[src/rtl/graph_query_sequencer.sv]
// Query front-end for the graph shortest-path engine: owns the engine
// reset, steps it through forward/backward search and streams the edge chain.
module graph_query_sequencer #(
  parameter int MAX_LEVEL   = 10,
  parameter int NUM_POSE    = 66,
  parameter int TIMEOUT_CYC = 32768
) (
  input  logic                      CLK,
  input  logic                      RST_n,
  input  logic                      req_valid,
  output logic                      req_ready,
  input  logic [7:0]                req_start,
  input  logic [7:0]                req_end,
  input  logic                      abort,
  output logic                      busy,
  output logic                      graph_rst_n,
  output logic [2:0]                graph_control,
  output logic [7:0]                graph_startPose,
  output logic [7:0]                graph_endPose,
  input  logic [2:0]                graph_state,
  input  logic [3:0]                graph_maxLever,
  input  logic [MAX_LEVEL*11-1:0]   graph_selectEdge,
  output logic                      rsp_valid,
  input  logic                      rsp_ready,
  output logic [10:0]               rsp_edge,
  output logic                      rsp_last,
  output logic [2:0]                rsp_status
);

  localparam int TW = $clog2(TIMEOUT_CYC + 1);
  localparam logic [TW-1:0] TMO_LIM  = TW'(TIMEOUT_CYC);
  localparam logic [7:0]    POSE_LIM = 8'(NUM_POSE);
  localparam logic [3:0]    LVL_LIM  = 4'(MAX_LEVEL);

  localparam logic [2:0] G_FWD_WORK = 3'd1;
  localparam logic [2:0] G_BWD_INIT = 3'd2;
  localparam logic [2:0] G_BWD_WORK = 3'd3;
  localparam logic [2:0] G_FAIL     = 3'd4;
  localparam logic [2:0] G_FINISH   = 3'd5;

  localparam logic [2:0] ST_OK      = 3'd0;
  localparam logic [2:0] ST_NO_PATH = 3'd1;
  localparam logic [2:0] ST_TIMEOUT = 3'd2;
  localparam logic [2:0] ST_BAD_REQ = 3'd3;
  localparam logic [2:0] ST_ABORT   = 3'd4;

  localparam logic [2:0] CTL_FWD = 3'b010;
  localparam logic [2:0] CTL_BWD = 3'b100;

  typedef enum logic [2:0] {
    IDLE, RESET, ARM, FWD, BARM, BWD, EMIT, REPORT
  } state_t;

  typedef logic [MAX_LEVEL-1:0][10:0] slots_t;

  state_t      state, stateN;
  logic        rstCnt, rstCntN;
  logic [TW-1:0] tmoCnt, tmoN, tmoInc;
  logic [3:0]  len, lenN, lenIn;
  logic [3:0]  idx, idxN, idxInc;
  slots_t      edges, edgesN;

  logic        reqRdyN, busyN, gRstN;
  logic [2:0]  ctrlN;
  logic [7:0]  startN, endN;
  logic        vN, lN;
  logic [10:0] eN;
  logic [2:0]  sN;

  logic        fire, done, active, abortable, badReq;

  assign fire   = rsp_valid & rsp_ready;
  assign active = state inside {ARM, FWD, BARM, BWD};
  assign abortable = active | (state == RESET);
  assign tmoInc = tmoCnt + 1'b1;
  assign idxInc = idx + 4'd1;
  assign lenIn  = (graph_maxLever > LVL_LIM) ? LVL_LIM : graph_maxLever;
  assign badReq = (req_start == req_end) ||
                  (req_start >= POSE_LIM) ||
                  (req_end >= POSE_LIM);

  always_comb begin
    stateN  = state;
    rstCntN = rstCnt;
    tmoN    = tmoCnt;
    lenN    = len;
    idxN    = idx;
    edgesN  = edges;
    reqRdyN = req_ready;
    busyN   = busy;
    gRstN   = graph_rst_n;
    ctrlN   = 3'b000;
    startN  = graph_startPose;
    endN    = graph_endPose;
    vN      = rsp_valid;
    eN      = rsp_edge;
    lN      = rsp_last;
    sN      = rsp_status;
    done    = 1'b0;

    if (active) tmoN = tmoInc;

    unique case (state)
      IDLE: begin
        if (req_valid && req_ready) begin
          tmoN    = '0;
          busyN   = 1'b1;
          reqRdyN = 1'b0;
          if (badReq) begin
            stateN = REPORT;
            vN     = 1'b1;
            eN     = '0;
            lN     = 1'b1;
            sN     = ST_BAD_REQ;
          end else begin
            stateN  = RESET;
            rstCntN = 1'b0;
            startN  = req_start;
            endN    = req_end;
          end
        end
      end
      RESET: begin
        if (rstCnt) begin
          stateN = ARM;
          gRstN  = 1'b1;
        end else begin
          rstCntN = 1'b1;
        end
      end
      ARM: begin
        // first ARM cycle keeps control idle while edgeMask loads
        if (graph_control == CTL_FWD && graph_state == G_FWD_WORK)
          stateN = FWD;
        else
          ctrlN = CTL_FWD;
      end
      FWD: begin
        if (graph_state == G_BWD_INIT) begin
          stateN = BARM;
          ctrlN  = CTL_BWD;
        end else if (graph_state == G_FAIL) begin
          stateN = REPORT;
          vN     = 1'b1;
          eN     = '0;
          lN     = 1'b1;
          sN     = ST_NO_PATH;
        end
      end
      BARM: begin
        if (graph_state == G_BWD_WORK)
          stateN = BWD;
        else
          ctrlN = CTL_BWD;
      end
      BWD: begin
        if (graph_state == G_FINISH) begin
          stateN = EMIT;
          lenN   = lenIn;
          idxN   = '0;
          edgesN = graph_selectEdge;
          vN     = 1'b1;
          eN     = (lenIn == 4'd0) ? 11'd0 : graph_selectEdge[10:0];
          lN     = (lenIn <= 4'd1);
          sN     = ST_OK;
        end
      end
      EMIT: begin
        if (fire) begin
          if (rsp_last) begin
            done = 1'b1;
          end else begin
            idxN = idxInc;
            eN   = edges[idxInc];
            lN   = (idxInc + 4'd1 == len);
          end
        end
      end
      REPORT: begin
        if (fire) done = 1'b1;
      end
    endcase

    // abort outranks timeout, both outrank engine progress
    if (abortable && abort) begin
      stateN = REPORT;
      gRstN  = 1'b0;
      ctrlN  = 3'b000;
      vN     = 1'b1;
      eN     = '0;
      lN     = 1'b1;
      sN     = ST_ABORT;
    end else if (active && tmoInc == TMO_LIM) begin
      stateN = REPORT;
      gRstN  = 1'b0;
      ctrlN  = 3'b000;
      vN     = 1'b1;
      eN     = '0;
      lN     = 1'b1;
      sN     = ST_TIMEOUT;
    end

    if (done) begin
      stateN  = IDLE;
      busyN   = 1'b0;
      reqRdyN = 1'b1;
      gRstN   = 1'b0;
      startN  = '0;
      endN    = '0;
      vN      = 1'b0;
      eN      = '0;
      lN      = 1'b0;
      sN      = ST_OK;
    end

    if (stateN == IDLE) reqRdyN = 1'b1;
  end

  always_ff @(posedge CLK) begin
    if (!RST_n) begin
      state           <= IDLE;
      rstCnt          <= 1'b0;
      tmoCnt          <= '0;
      len             <= '0;
      idx             <= '0;
      edges           <= '0;
      req_ready       <= 1'b0;
      busy            <= 1'b0;
      graph_rst_n     <= 1'b0;
      graph_control   <= 3'b000;
      graph_startPose <= '0;
      graph_endPose   <= '0;
      rsp_valid       <= 1'b0;
      rsp_edge        <= '0;
      rsp_last        <= 1'b0;
      rsp_status      <= ST_OK;
    end else begin
      state           <= stateN;
      rstCnt          <= rstCntN;
      tmoCnt          <= tmoN;
      len             <= lenN;
      idx             <= idxN;
      edges           <= edgesN;
      req_ready       <= reqRdyN;
      busy            <= busyN;
      graph_rst_n     <= gRstN;
      graph_control   <= ctrlN;
      graph_startPose <= startN;
      graph_endPose   <= endN;
      rsp_valid       <= vN;
      rsp_edge        <= eN;
      rsp_last        <= lN;
      rsp_status      <= sN;
    end
  end

endmodule

[config.mk]
export PLATFORM = sky130hd
export DESIGN_NAME = graph_query_sequencer
export DESIGN_NICKNAME = d
export VERILOG_FILES = /design/src/rtl/graph_query_sequencer.sv
export SDC_FILE = /design/constraint.sdc
export NUM_CORES = 1
export LEC_CHECK = 0
export BUFFER_PORTS_ARGS = -buffer_cell sky130_fd_sc_hd__buf_4
export CAP_MARGIN = 10
export CORE_ASPECT_RATIO = 0.9
export CORE_UTILIZATION = 45
export CTS_BUF_LIST = sky130_fd_sc_hd__clkbuf_4 sky130_fd_sc_hd__clkbuf_8
export DETAILED_ROUTE_END_ITERATION = 12
export PLACE_DENSITY = 0.68
export REMOVE_ABC_BUFFERS = 1
export SYNTH_ARGS = -nofsm -noshare
export SYNTH_HDL_FRONTEND = slang
export SYNTH_SLANG_ARGS = --single-unit
[constraint.sdc]
create_clock -name CLK -period 9 [get_ports CLK]
set_clock_uncertainty 0.15 [all_clocks]
set_input_delay 1.35 -clock CLK [delete_from_list [all_inputs] [get_ports CLK]]
set_output_delay 1.35 -clock CLK [all_outputs]
set_load 0.05 [all_outputs]
==> results.yml, run 1 <==
worst_setup_path:
  critPathRequiredTime_ns: 9.15
  critPathMaxFanout: 27
  worstSetupStartpointType: "flip-flop"
  end_kind: "flip-flop"
  regToRegSetupSlack_ns: 5.46
  critPathArrivalTime_ns: 3.69
  path_class: "flip-flop to flip-flop"
timing:
  final-hold-violation-count: 0
  fin_crit_sh: 0.394
  setup_tns_ns: 0
  tightest_slew_ns: 1.12
  fin_crit_ns: 3.54
  slew_viol_final: 0
  finalSetupViolCount: 0
  rsz0062_at_grt: "false"
  maxSlewHeadroom: 0.252
  fmax_ghz: 0.282
die:
  core.rowCount: 46
  fp.dieW_um: 144
  dieArea_mm2: 0.0187
  fp.dieH_um: 130
  coreArea_mm2: 0.0177
  pin_count: 176
  start_util: 0.462
clock_network:
  cts_max_level: 4
  hold_buffers: 0
  clockRootBuffer: "clkbuf_8"
  post_cts_resized: 0
  clock_path_buffers: 2
  cts_buffers: 17
  path_clk_slew_ns: 0.09
  cts_tree: "built"
  clock_latency_ns: 0.46
  clock-sinks: 175
  cts_setup_buffers: 0
power:
  p_per_area_mw_per_mm2: 210
  power_mw: 2.08
  leakagePower_nw: 3.70
  ir_drop_v: 0.0000995
worst_hold_path:
  hold_class: "flip-flop to flip-flop"
detailed_routing:
  routedWlPerCell_um: 15.6
  routed_wirelength_mm: 20.7
  antenna_left: 0
  via_per_inst: 5.34
  drc: 0
  vias: 7095
  dr.pass1.iters: 8
  drt-initial-drc-count: 562
global_route:
  first_global_vias: 6585
  grtUsageTotal: 0.225
  grt-ovfl-total: 0
  grt_max_degree: 116
  grt_pass1_wl_mm: 33.0
  antenna_found_initial: 0
yosys:
  synth_area_mm2: 0.00818
  netlist_top_cells_count: "245 x nand2_1, 175 x dfxtp_1, 139 x a21oi_1"
  synthTopCellsByArea: "dfxtp_1 43%, nand2_1 11%, a21oi_1 8.5%, mux4_2 6.1%, mux2_2 3.0%"
  avgSynthCellArea_um2: 8.61
  synthCells: 950
  ys_seq_area_frac: 0.428
  synth_seq_cells: 175
  post-synth-top-area-cell: "dfxtp_1"
  ys_warn_count: 0
  synth_top_flop_cell: "dfxtp_1"
  synth_async_sr_flop_share: 0
  yosysMostFrequentCell: "nand2_1"
  synth_cell_types: 67
  synth_top_cell_area_share: 0.428
  synth_edf_count: 0
final_layout:
  finalCoreUtilization: 0.558
  layout.nets: 1218
  drive_gt1_frac: 0.263
  area_growth_pct: 21.0
  fillers: 1663
  final_cells: 1329
placement:
  place.gp.congestion: 0.828
  dp_cells: 1297
  io_buffers: 174
  dpl.hpwl_mm: 14.3
run:
  max_cap_violations: 0
run_status:
  status: "finished, final reports clean"
cell usage in the layout, fill, tap and decap left out, drive strengths merged, types with 12 or more instances in the layout:
cell type | Yosys | routed
mux2 | 22 | 22
a2111oi | 12 | 12
xor2 | 16 | 16
mux4 | 22 | 22
dfxtp | 175 | 175
xnor2 | 19 | 19
buf | 22 | 180
mux2i | 18 | 18
nor2 | 52 | 52
nor3 | 19 | 19
a21oi | 139 | 139
clkbuf | 51 | 22
nand2 | 245 | 245
logic make-up (layout without fill, tap and decap cells):
group	Yosys count	in the layout	synth area share
and+or+nand+nor	388	388	0.208
adders and majority gates	4	4	0.00612
buffers and inverters	82	220	0.0446
DFF	175	175	0.428
muxes	62	62	0.113
other	1	2	0.000458
AOI/OAI and AO/OA	203	203	0.162
xor gates and xnor gates	35	35	0.0375
report_power, final:
part / switching, mW / total (mW) / internal (mW)
Clock: 0.284 / 0.521 / 0.237
Sequential: 0.0596 / 0.891 / 0.832
Combinational: 0.432 / 0.664 / 0.232
Total: 0.776 / 2.08 / 1.30
metal layers:
metal | global-route usage | part of all wire | up-vias | wire length, um
met1 | 0.309 | 0.48 | 3328 | 9860
met4 | 0.0632 | 0.011 | 0 | 233
met5 | 0 | 0 | - | 0
met2 | 0.353 | 0.45 | 178 | 9260
met3 | 0.0547 | 0.066 | 19 | 1370
li1 | - | - | 3570 | -
sequential cells by signal, indices dropped and copies added (netlist names):
register / cells
rsp_last: 1
rstCnt: 1
rsp_status: 3
idx: 4
busy: 1
rsp_valid: 1
state: 3
graph_rst_n: 1
rsp_edge: 11
edges: 110
len: 4
req_ready: 1
graph_endPose: 8
graph_startPose: 8
tmoCnt: 16
graph_control: 2
cell type report:
cell class | instances | area, um^2 | area share
antenna | 1 | 2.50 | 0.000253
clock buffer | 22 | 278 | 0.0281
clock inverter | 9 | 87.6 | 0.00885
inverter | 9 | 35.0 | 0.00354
multi-input combinational | 693 | 4340 | 0.438
sequential | 175 | 3500 | 0.354
tap | 240 | 300 | 0.0303
timing repair buffer | 180 | 1350 | 0.137
path summary, 6_finish.rpt:
path,cells after the start,from,endpoint
setup / recovery,7,idx[0],rsp_edge[5]
hold / removal,2,edges[69],edges[69]
setup reg to reg,7,idx[0],rsp_edge[5]
hold reg to reg,2,edges[69],edges[69]
critical path, stage by stage, from the launching register on:
cell	delay [ns]
dfxtp_2	0.67
buf_4	0.49
ha_1	0.35
xor2_2	0.74
nor2_1	0.06
and3_1	0.36
a222oi_1	0.43
a2111oi_2	0.12
through the flow:
step / setup slack [ns] / hold slack, ns / cell area (um^2)
6_report: 5.46 / 0.306 / 9900
5_1_grt: 5.10 / 0.323 / 9900
4_1_cts: 5.42 / 0.306 / 9900
3_5_place_dp: 5.27 / 0.294 / 9530
3_3_place_gp: 5.43 / 0.289 / 9530
2_1_floorplan: 2.98 / 0.283 / 7850
(Power assumes the default switching activity.)
==> inputs of run 2 (changes only) <==
--- a/config.mk
+++ b/config.mk
@@ -11,7 +11,7 @@
 export CORE_UTILIZATION = 45
 export CTS_BUF_LIST = sky130_fd_sc_hd__clkbuf_4 sky130_fd_sc_hd__clkbuf_8
 export DETAILED_ROUTE_END_ITERATION = 12
-export PLACE_DENSITY = 0.68
+export PLACE_DENSITY = 0.71
 export REMOVE_ABC_BUFFERS = 1
 export SYNTH_ARGS = -nofsm -noshare
 export SYNTH_HDL_FRONTEND = slang
==> constraint.sdc (replaced) <==
create_clock -name CLK -period 3.1 [get_ports CLK]
set_clock_uncertainty 0.15 [all_clocks]
set_input_delay 0.465 -clock CLK [delete_from_list [all_inputs] [get_ports CLK]]
set_output_delay 0.465 -clock CLK [all_outputs]
set_load 0.05 [all_outputs]
==> results.yml, run 2 (synthesis results as in run 1) <==
detailed_routing:
  via_per_inst: 5.28
  routedWlPerCell_um: 15.4
  drt-initial-drc-count: 617
  drc: 0
  routed_wirelength_mm: 20.7
  dr.pass1.iters: 5
  antenna_left: 0
  vias: 7097
final_layout:
  final_cells: 1343
  largest_register: "edges"
  final_cell_mix: "245 x nand2_1, 189 x buf_4, 174 x dfxtp_1, 139 x a21oi_1, 51 x nor2_1"
  drive_gt1_frac: 0.272
  layout.nets: 1232
  final_cell_area_mm2: 0.0102
  largestRegisters: "edges x110, tmoCnt x16, rsp_edge x11"
  antennaDiodeCount: 0
  largest_register_ffs: 110
  final_common_cell: "nand2_1"
  area_growth_pct: 24.2
clock_network:
  cts_tree: "built"
  cts_max_level: 4
  clock_latency_ns: 0.47
  clockRootBuffer: "clkbuf_8"
  clock-sinks: 175
  path_clk_slew_ns: 0.10
  cts_buffers: 17
  clock_path_buffers: 2
  cts_setup_buffers: 0
  post_cts_resized: 0
  hold_buffers: 0
die:
  pin_count: 176
  start_util: 0.462
  core.rowCount: 46
  coreArea_mm2: 0.0177
  fp.dieH_um: 130
  dieArea_mm2: 0.0187
  fp.dieW_um: 144
global_route:
  grt_pass1_wl_mm: 32.8
  grt-ovfl-total: 0
  first_global_vias: 6544
  use_met3: 0.0499
  grtUsageTotal: 0.225
  grt_busiest_layer: "met2"
  grt_use_met1: 0.308
  antenna_found_initial: 0
  grt_util_met2: 0.361
  grt_max_degree: 123
power:
  power_mw: 6.45
  ir_drop_v: 0.000336
  p_per_area_mw_per_mm2: 635
  leakagePower_nw: 3.85
timing:
  rsz0062_at_grt: "false"
  setup_tns_ns: 0
  final-hold-violation-count: 0
  maxSlewHeadroom: 0.345
  slew_viol_final: 0
  fmax_ghz: 0.361
  fin_crit_sh: 0.893
  finalWorstSetupSlack_ns: 0.333
  tightest_slew_ns: 0.983
  finalSetupViolCount: 0
  fin_crit_ns: 2.77
worst_setup_path:
  critPathSlowestCell: "a21oi_1"
  critPathTopFamily: "compound AO/OA/AOI/OAI gates"
  path_class: "flip-flop to flip-flop"
  crit_start: "state[2]"
  timing.rr.start: "state[2]"
  critPathArrivalTime_ns: 2.99
  worstSetupStartpointType: "flip-flop"
  critPathMaxFanout: 16
  slowest_delay_ns: 0.83
  critPathRequiredTime_ns: 3.32
  cp.buffers_inverters: 0
  end_kind: "flip-flop"
  cp_cell_sequence: "nand3b_1 > a21oi_1 > a222oi_1 > a2111oi_2"
placement:
  dpl.hpwl_mm: 14.2
  dp_cells: 1311
  placed_area_mm2: 0.00970
  io_buffers: 174
  pre_cts_slack_ns: 0.421
  place.gp.congestion: 0.901
run:
  max_cap_violations: 0
worst_hold_path:
  hold_class: "primary input to flip-flop"
  worstHoldStart: "graph_selectEdge[72]"
run_status:
  status: "finished, final reports clean"
==> run 2: cell type report <==
type / instances / area, um^2
Sequential cell: 175 / 3500
Tap cell: 240 / 300
Clock inverter: 12 / 206
Fill cell: 1648 / 7560
Inverter: 9 / 35.0
Timing Repair Buffer: 194 / 1520
Multi-Input combinational cell: 693 / 4340
Clock buffer: 20 / 263
==> run 2: per-stage QoR <==
stage	util	hold slack, ns
final	0.573	0.0795
after global routing	0.573	0.0555
after CTS	0.573	0.0542
after detailed placement	0.547	0.296
after global placement	0.547	0.289
after floorplan	-	0.283
==> run 2: worst register-to-register path, stage by stage (launching register included) <==
cell	delay [ns]
dfxtp_1	0.68
nand3b_1	0.31
a21oi_1	0.83
a222oi_1	0.31
a2111oi_2	0.39
==> run 2: power by group <==
part	internal [mW]	total, mW	switching, mW
sequential	2.41	2.58	0.164
clock	1.01	1.85	0.842
combinational	0.739	2.02	1.29
total	4.16	6.45	2.29
==> run 2: final timing paths <==
path            endpoint  slack, ns  depth (start not counted)
max          rsp_edge[9]       0.33                          4
max reg2reg  rsp_edge[9]       0.33                          4
min            edges[72]       0.08                          3
min reg2reg    edges[58]       0.30                          2
==> run 2: layer usage <==
| metal | vias up | part of all wire |
|---|---|---|
| li1 | 3599 | - |
| met2 | 186 | 0.47 |
| met4 | 0 | 0.010 |
| met3 | 19 | 0.047 |
| met5 | - | 0 |
| met1 | 3293 | 0.48 |
